===== config.mk =====
export PLATFORM = sky130hd
export DESIGN_NAME = ccu_snoop_bcast_flat
export DESIGN_NICKNAME = d
export VERILOG_FILES = /design/src/rtl/ccu_snoop_bcast_if.sv /design/src/rtl/ccu_snoop_bcast.sv /design/src/flat_wrapper.sv
export SDC_FILE = /design/constraint.sdc
export NUM_CORES = 1
export LEC_CHECK = 0
export CAP_MARGIN = 5
export CORE_AREA = 2 2 202 204
export DETAILED_ROUTE_END_ITERATION = 12
export DIE_AREA = 0 0 204 206
export PLACE_DENSITY = 0.51
export SKIP_LAST_GASP = 1
export SLEW_MARGIN = 20
export SYNTH_ARGS = -nofsm -noshare
export SYNTH_HDL_FRONTEND = slang
export SYNTH_SLANG_ARGS = --single-unit

===== constraint.sdc =====
create_clock -name clk_i -period 2.11 [get_ports clk_i]
set_input_delay 0.5275 -clock clk_i [delete_from_list [all_inputs] [get_ports clk_i]]
set_output_delay 0.5275 -clock clk_i [all_outputs]
set_load 0.02 [all_outputs]

===== src/rtl/ccu_snoop_bcast_if.sv =====
// Bundle of the snoop request, per-port ACE snoop channels and the aggregated outputs.
// The slave modport is the broadcaster's view; master is the surrounding environment.
interface ccu_snoop_bcast_if #(
    parameter int unsigned NoPorts      = 4,
    parameter int unsigned AxiAddrWidth = 64,
    parameter int unsigned CdDataWidth  = 64
);
    localparam int unsigned SrcW = (NoPorts > 1) ? $clog2(NoPorts) : 1;

    logic                                  snp_valid_i;
    logic                                  snp_ready_o;
    logic [AxiAddrWidth-1:0]               snp_addr_i;
    logic [3:0]                            snp_type_i;
    logic [SrcW-1:0]                       snp_src_i;
    logic [NoPorts-1:0]                    ac_valid_o;
    logic [NoPorts-1:0]                    ac_ready_i;
    logic [AxiAddrWidth-1:0]               ac_addr_o;
    logic [3:0]                            ac_snoop_o;
    logic [NoPorts-1:0]                    cr_valid_i;
    logic [NoPorts-1:0]                    cr_ready_o;
    logic [NoPorts-1:0][4:0]               cr_resp_i;
    logic [NoPorts-1:0]                    cd_valid_i;
    logic [NoPorts-1:0]                    cd_ready_o;
    logic [NoPorts-1:0][CdDataWidth-1:0]   cd_data_i;
    logic [NoPorts-1:0]                    cd_last_i;
    logic                                  rsp_valid_o;
    logic                                  rsp_ready_i;
    logic [4:0]                            rsp_o;
    logic                                  data_valid_o;
    logic                                  data_ready_i;
    logic [CdDataWidth-1:0]                data_o;
    logic                                  data_last_o;

    modport slave (
        input  snp_valid_i, snp_addr_i, snp_type_i, snp_src_i,
        input  ac_ready_i, cr_valid_i, cr_resp_i, cd_valid_i, cd_data_i, cd_last_i,
        input  rsp_ready_i, data_ready_i,
        output snp_ready_o, ac_valid_o, ac_addr_o, ac_snoop_o, cr_ready_o, cd_ready_o,
        output rsp_valid_o, rsp_o, data_valid_o, data_o, data_last_o
    );

    modport master (
        output snp_valid_i, snp_addr_i, snp_type_i, snp_src_i,
        output ac_ready_i, cr_valid_i, cr_resp_i, cd_valid_i, cd_data_i, cd_last_i,
        output rsp_ready_i, data_ready_i,
        input  snp_ready_o, ac_valid_o, ac_addr_o, ac_snoop_o, cr_ready_o, cd_ready_o,
        input  rsp_valid_o, rsp_o, data_valid_o, data_o, data_last_o
    );
endinterface


===== src/rtl/ccu_snoop_bcast.sv =====
// Broadcasts one snoop to every non-initiating port, ORs the CR responses together and
// forwards one responder's CD data while draining the rest.
module ccu_snoop_bcast #(
    parameter int unsigned NoPorts      = 4,
    parameter int unsigned AxiAddrWidth = 64,
    parameter int unsigned CdDataWidth  = 64
) (
    input logic              clk_i,
    input logic              rst_ni,
    ccu_snoop_bcast_if.slave bus
);
    localparam int unsigned SrcW = (NoPorts > 1) ? $clog2(NoPorts) : 1;

    typedef enum logic [1:0] {StIdle, StSnoop, StResp, StData} state_e;

    state_e                  state_q, state_d;
    logic [AxiAddrWidth-1:0] addr_q, addr_d;
    logic [3:0]              type_q, type_d;
    logic [NoPorts-1:0]      tgt_q, tgt_d;
    logic [NoPorts-1:0]      ac_done_q, ac_done_d;
    logic [NoPorts-1:0]      cr_done_q, cr_done_d;
    logic [NoPorts-1:0]      dt_q, dt_d;
    logic [4:0]              rsp_q, rsp_d;
    logic [SrcW-1:0]         sel_q, sel_d, sel_lo;

    logic [NoPorts-1:0]      ac_valid, cr_ready, cd_ready;
    logic [NoPorts-1:0]      ac_hs, cr_hs, cd_last_hs;

    always_comb begin
        ac_valid = '0;
        cr_ready = '0;
        cd_ready = '0;
        case (state_q)
            StSnoop: begin
                ac_valid = tgt_q & ~ac_done_q;
                cr_ready = ac_done_q & ~cr_done_q;
            end
            StData: begin
                // Non-selected responders are drained unconditionally.
                cd_ready        = dt_q;
                cd_ready[sel_q] = dt_q[sel_q] & bus.data_ready_i;
            end
            default: ;
        endcase
    end

    assign ac_hs      = ac_valid & bus.ac_ready_i;
    assign cr_hs      = bus.cr_valid_i & cr_ready;
    assign cd_last_hs = bus.cd_valid_i & cd_ready & bus.cd_last_i;

    always_comb begin
        sel_lo = '0;
        for (int p = int'(NoPorts) - 1; p >= 0; p--) begin
            if (dt_q[p]) sel_lo = SrcW'(p);
        end
    end

    assign bus.snp_ready_o  = (state_q == StIdle);
    assign bus.ac_valid_o   = ac_valid;
    assign bus.ac_addr_o    = addr_q;
    assign bus.ac_snoop_o   = type_q;
    assign bus.cr_ready_o   = cr_ready;
    assign bus.cd_ready_o   = cd_ready;
    assign bus.rsp_valid_o  = (state_q == StResp);
    assign bus.rsp_o        = rsp_q;
    assign bus.data_valid_o = (state_q == StData) & dt_q[sel_q] & bus.cd_valid_i[sel_q];
    assign bus.data_o       = bus.cd_data_i[sel_q];
    assign bus.data_last_o  = bus.cd_last_i[sel_q];

    always_comb begin
        state_d   = state_q;
        addr_d    = addr_q;
        type_d    = type_q;
        tgt_d     = tgt_q;
        ac_done_d = ac_done_q | ac_hs;
        cr_done_d = cr_done_q | cr_hs;
        dt_d      = dt_q & ~cd_last_hs;
        rsp_d     = rsp_q;
        sel_d     = sel_q;

        for (int p = 0; p < int'(NoPorts); p++) begin
            if (cr_hs[p]) begin
                rsp_d   = rsp_d | bus.cr_resp_i[p];
                dt_d[p] = bus.cr_resp_i[p][0];
            end
        end

        case (state_q)
            StIdle: begin
                if (bus.snp_valid_i) begin
                    state_d   = StSnoop;
                    addr_d    = bus.snp_addr_i;
                    type_d    = bus.snp_type_i;
                    ac_done_d = '0;
                    cr_done_d = '0;
                    dt_d      = '0;
                    rsp_d     = '0;
                    for (int p = 0; p < int'(NoPorts); p++) begin
                        tgt_d[p] = (SrcW'(p) != bus.snp_src_i);
                    end
                end
            end
            StSnoop: begin
                // An empty target set falls straight through with a zero response.
                if ((cr_done_d & tgt_q) == tgt_q) state_d = StResp;
            end
            StResp: begin
                if (bus.rsp_ready_i) begin
                    sel_d   = sel_lo;
                    state_d = (|dt_q) ? StData : StIdle;
                end
            end
            StData: begin
                if (dt_d == '0) state_d = StIdle;
            end
            default: state_d = StIdle;
        endcase
    end

    always_ff @(posedge clk_i or negedge rst_ni) begin
        if (!rst_ni) begin
            state_q   <= StIdle;
            addr_q    <= '0;
            type_q    <= '0;
            tgt_q     <= '0;
            ac_done_q <= '0;
            cr_done_q <= '0;
            dt_q      <= '0;
            rsp_q     <= '0;
            sel_q     <= '0;
        end else begin
            state_q   <= state_d;
            addr_q    <= addr_d;
            type_q    <= type_d;
            tgt_q     <= tgt_d;
            ac_done_q <= ac_done_d;
            cr_done_q <= cr_done_d;
            dt_q      <= dt_d;
            rsp_q     <= rsp_d;
            sel_q     <= sel_d;
        end
    end
endmodule


===== src/flat_wrapper.sv =====
// flat-port wrapper written by rule: the top's interface ports become plain ports
module ccu_snoop_bcast_flat 
#(
    parameter int unsigned NoPorts      = 4,
    parameter int unsigned AxiAddrWidth = 64,
    parameter int unsigned CdDataWidth  = 64
)
  (clk_i, rst_ni, bus_snp_valid_i, bus_snp_addr_i, bus_snp_type_i, bus_snp_src_i, bus_ac_ready_i, bus_cr_valid_i, bus_cr_resp_i, bus_cd_valid_i, bus_cd_data_i, bus_cd_last_i, bus_rsp_ready_i, bus_data_ready_i, bus_snp_ready_o, bus_ac_valid_o, bus_ac_addr_o, bus_ac_snoop_o, bus_cr_ready_o, bus_cd_ready_o, bus_rsp_valid_o, bus_rsp_o, bus_data_valid_o, bus_data_o, bus_data_last_o);
  ccu_snoop_bcast_if #(.NoPorts(NoPorts), .AxiAddrWidth(AxiAddrWidth), .CdDataWidth(CdDataWidth)) bus_i ();
  input logic clk_i;
  input logic rst_ni;
  input wire logic [$bits(bus_i.snp_valid_i)-1:0] bus_snp_valid_i;
  input wire logic [$bits(bus_i.snp_addr_i)-1:0] bus_snp_addr_i;
  input wire logic [$bits(bus_i.snp_type_i)-1:0] bus_snp_type_i;
  input wire logic [$bits(bus_i.snp_src_i)-1:0] bus_snp_src_i;
  input wire logic [$bits(bus_i.ac_ready_i)-1:0] bus_ac_ready_i;
  input wire logic [$bits(bus_i.cr_valid_i)-1:0] bus_cr_valid_i;
  input wire logic [$bits(bus_i.cr_resp_i)-1:0] bus_cr_resp_i;
  input wire logic [$bits(bus_i.cd_valid_i)-1:0] bus_cd_valid_i;
  input wire logic [$bits(bus_i.cd_data_i)-1:0] bus_cd_data_i;
  input wire logic [$bits(bus_i.cd_last_i)-1:0] bus_cd_last_i;
  input wire logic [$bits(bus_i.rsp_ready_i)-1:0] bus_rsp_ready_i;
  input wire logic [$bits(bus_i.data_ready_i)-1:0] bus_data_ready_i;
  output wire logic [$bits(bus_i.snp_ready_o)-1:0] bus_snp_ready_o;
  output wire logic [$bits(bus_i.ac_valid_o)-1:0] bus_ac_valid_o;
  output wire logic [$bits(bus_i.ac_addr_o)-1:0] bus_ac_addr_o;
  output wire logic [$bits(bus_i.ac_snoop_o)-1:0] bus_ac_snoop_o;
  output wire logic [$bits(bus_i.cr_ready_o)-1:0] bus_cr_ready_o;
  output wire logic [$bits(bus_i.cd_ready_o)-1:0] bus_cd_ready_o;
  output wire logic [$bits(bus_i.rsp_valid_o)-1:0] bus_rsp_valid_o;
  output wire logic [$bits(bus_i.rsp_o)-1:0] bus_rsp_o;
  output wire logic [$bits(bus_i.data_valid_o)-1:0] bus_data_valid_o;
  output wire logic [$bits(bus_i.data_o)-1:0] bus_data_o;
  output wire logic [$bits(bus_i.data_last_o)-1:0] bus_data_last_o;
  assign bus_i.snp_valid_i = bus_snp_valid_i;
  assign bus_i.snp_addr_i = bus_snp_addr_i;
  assign bus_i.snp_type_i = bus_snp_type_i;
  assign bus_i.snp_src_i = bus_snp_src_i;
  assign bus_i.ac_ready_i = bus_ac_ready_i;
  assign bus_i.cr_valid_i = bus_cr_valid_i;
  assign bus_i.cr_resp_i = bus_cr_resp_i;
  assign bus_i.cd_valid_i = bus_cd_valid_i;
  assign bus_i.cd_data_i = bus_cd_data_i;
  assign bus_i.cd_last_i = bus_cd_last_i;
  assign bus_i.rsp_ready_i = bus_rsp_ready_i;
  assign bus_i.data_ready_i = bus_data_ready_i;
  assign bus_snp_ready_o = bus_i.snp_ready_o;
  assign bus_ac_valid_o = bus_i.ac_valid_o;
  assign bus_ac_addr_o = bus_i.ac_addr_o;
  assign bus_ac_snoop_o = bus_i.ac_snoop_o;
  assign bus_cr_ready_o = bus_i.cr_ready_o;
  assign bus_cd_ready_o = bus_i.cd_ready_o;
  assign bus_rsp_valid_o = bus_i.rsp_valid_o;
  assign bus_rsp_o = bus_i.rsp_o;
  assign bus_data_valid_o = bus_i.data_valid_o;
  assign bus_data_o = bus_i.data_o;
  assign bus_data_last_o = bus_i.data_last_o;
  ccu_snoop_bcast #(.NoPorts(NoPorts), .AxiAddrWidth(AxiAddrWidth), .CdDataWidth(CdDataWidth)) u_core (.clk_i(clk_i), .rst_ni(rst_ni), .bus(bus_i));
endmodule

==> metrics <==
status=finished with violations; failing checks=negative setup slack; Tcrit/Tclk final=117%; largest net degree at the start of global routing=50; CTS Sinks=93; final worst-path setup slack=-354 ps; H-tree Lvls=3; nets@finish=1464; Synth top area share=42.5%; DR WL/cell=21.7 um; Routed Antenna Nets=0; DRC violations left=0; DP HPWL=29300 um; unrepaired setup endpoints after global routing=yes; distinct cell type count after synthesis=34; initial antenna violation count=12; Post-Syn Area per Cell=10.3 um2; worst path cell trace=buf_12 > buf_4 > buf_16 > mux4_2 > buf_6; worst slew pin tran=579 ps; largest area contributor in the netlist=dfrtp_1; I/O pin cnt=520; first-pass GRT wire length=48400 um; Die Height=206 um; clock root buffer=clkbuf_16; Cells after Synth=532; Placer Congestion=0.925; Setup violations, final=69; Mapped Area=5480 um2; number of synthesized register bits=93; Clock transition at path regs=70 ps; Crit. End Element=output port; GRT Overall Usage=16.2%; I/O Buffers=519; Slew Viols, Final=0; worst hold slack=118 ps; leakage dissipation=5.21 nW; maximum VDD drop=0.520 mV; Worst-Skew Late Latency=350 ps; sequential area share after synthesis=42.5%; fmax=406 MHz; area grow syn2layout=129%; Die ar.=42000 um2; Via density=3.97; syn_nets=899; Cell Rows=74; max_slew headroom=61.4%; TritonRoute pass-1 iters=4; fin util=31.3%; TritonCTS buffer count=9; crit-path max FO=7; Power Total=15.7 mW; Pwr per Cell Area=1250 nW/um2; Initial Util=13.6%; slowest cell on the critical path=dfrtp_4; Total Wirelength=35700 um; layout cells sized above 1=24.0%; max-cap viol count=0; R2R cell count=10; grt ovf=0; register-to-register setup slack=-30 ps; Final TNS setup=-17830 ps; CTS Buffer Depth=2; critical path launch point type=flip-flop; Core Region=40200 um2; Min-Delay Path Class=in -> async; Yosys warning count=0; initial drt markers=358; vias=6515; Final min period=2460 ps; vias in the first global route=6813; Fin. Hold Viols=0; Die X=204 um; # hold bufs at CTS=0; clock skew=7.42 ps; Required @ worst endpoint=1580 ps; synth top area cells=dfrtp_1 (42%), mux4_2 (27%), nand2_1 (15%); Placement Setup Slack=-618 ps; crit path DAT=1940 ps; crit path kind=reg -> out; CTS tree=built; critical path's largest stage delay=500 ps
==> registers in the layout, summed over array words and instances, names as in the netlist <==
register and count:
u_core.bus.ac_snoop_o 4, u_core.ac_done_q 4, u_core.dt_q 4, u_core.cr_done_q 4
u_core.bus.rsp_o 5, u_core.bus.ac_addr_o 64, u_core.tgt_q 4, u_core.state_q 2
u_core.sel_q 2
==> cell type report <==
class / count / area (um2)
inverter: 7 / 28.8
clock buffer: 12 / 267
sequential: 93 / 2340
timing repair buffer: 594 / 6130
clock inverter: 4 / 52.6
tap: 532 / 666
antenna: 8 / 20.0
fill: 4177 / 27600
multi-input combinational: 392 / 3060
==> synth_stat cells <==
| master | count |
|---|---|
| o31ai_1 | 4 |
| o21ai_0 | 2 |
| clkbuf_1 | 21 |
| dfrtp_1 | 93 |
| a21oi_1 | 12 |
| nand3b_1 | 4 |
| inv_1 | 7 |
| buf_4 | 1 |
| nor2b_1 | 3 |
| nand3_1 | 9 |
| nor2_1 | 26 |
| nand2_1 | 225 |
| a222oi_1 | 4 |
| nor3b_1 | 1 |
| buf_1 | 2 |
| and2_1 | 7 |
| o211a_1 | 1 |
| a211oi_1 | 3 |
| buf_6 | 2 |
| o211ai_1 | 2 |
| and4bb_1 | 4 |
| o41ai_1 | 1 |
| nand2b_1 | 1 |
| o41ai_2 | 1 |
| a41oi_1 | 1 |
| buf_2 | 14 |
| a31oi_1 | 8 |
| nand4_1 | 1 |
| and2_0 | 3 |
| mux4_2 | 65 |
| nor3_1 | 1 |
| o31ai_2 | 1 |
| nor4b_1 | 1 |
| nor4_1 | 1 |
==> critical path, delay by kind of cell (launching register included) <==
family   cells  cell delay, ps
buf+inv      4             610
flops        1             500
mux          1             460
==> stage by stage <==
stage                     cell area, um2  instances
after floorplan                     5480        532
after global placement             11700       1594
after detailed placement           11700       1594
after CTS                          12200       1631
after global routing               12600       1642
final                              12600       1642
==> cell usage in the layout (no fill, tap or decap), types with 3 or more instances in the layout <==
cell / synthesis / final
buf_16: 0 / 4
buf_6: 2 / 73
dfrtp_1: 93 / 90
clkbuf_8: 0 / 3
mux4_2: 65 / 65
nand3_1: 9 / 9
and2_0: 3 / 3
buf_4: 1 / 43
a222oi_1: 4 / 4
nor2_1: 26 / 21
clkdlybuf4s50_1: 0 / 438
nand2_1: 225 / 222
buf_2: 14 / 14
buf_12: 0 / 19
and2_1: 7 / 6
nand3b_1: 4 / 4
o31ai_1: 4 / 3
clkbuf_16: 0 / 9
diode_2: 0 / 8
inv_1: 7 / 6
buf_8: 0 / 3
a21oi_1: 12 / 9
and4bb_1: 4 / 4
nand2_2: 0 / 3
nor2_2: 0 / 3
a31oi_1: 8 / 8
==> cells by family after synthesis <==
kind of cell | count (synthesis) | synth area share [%]
simple gates | 287 | 21.7
buf+inv | 47 | 3.88
flops | 93 | 42.5
mux | 65 | 26.7
compound gates | 40 | 5.19
==> where the power goes <==
part           internal, mW  switching [mW]
clock network          1.02           0.756
logic                  5.57            5.24
registers              2.60           0.501
==> metal layers <==
layer  vias to the layer above  routed length [um]  GRT usage, %  part of all wire [%]
li1                       3013                   -             -                     -
met1                      3129               13700          18.4                    39
met2                       322               17900          27.7                    50
met3                        43                3120          5.27                   8.8
met4                         8                 889          7.12                   2.5
met5                         -                  57             0                  0.16
==> path summary, 6_finish.rpt <==
check	startpoint	end
worst max register to register	u_core.sel_q[0]	u_core.state_q[1]
worst max-delay path	u_core.sel_q[0]	bus_data_o[36]
worst min register to register	u_core.bus.ac_addr_o[56]	u_core.bus.ac_addr_o[56]
min in group clk_i	u_core.bus.ac_addr_o[56]	u_core.bus.ac_addr_o[56]
max in group asynchronous	rst_ni	u_core.bus.ac_addr_o[9]
worst min-delay path	rst_ni	u_core.bus.ac_addr_o[42]
==> repair_timing <==
item	in CTS	in global routing
pin swaps	4	7
resized for setup	359	108
setup endpoints to repair	80	80
buffers inserted	18	4
gates cloned	3	0
(Power assumes the default switching activity.)
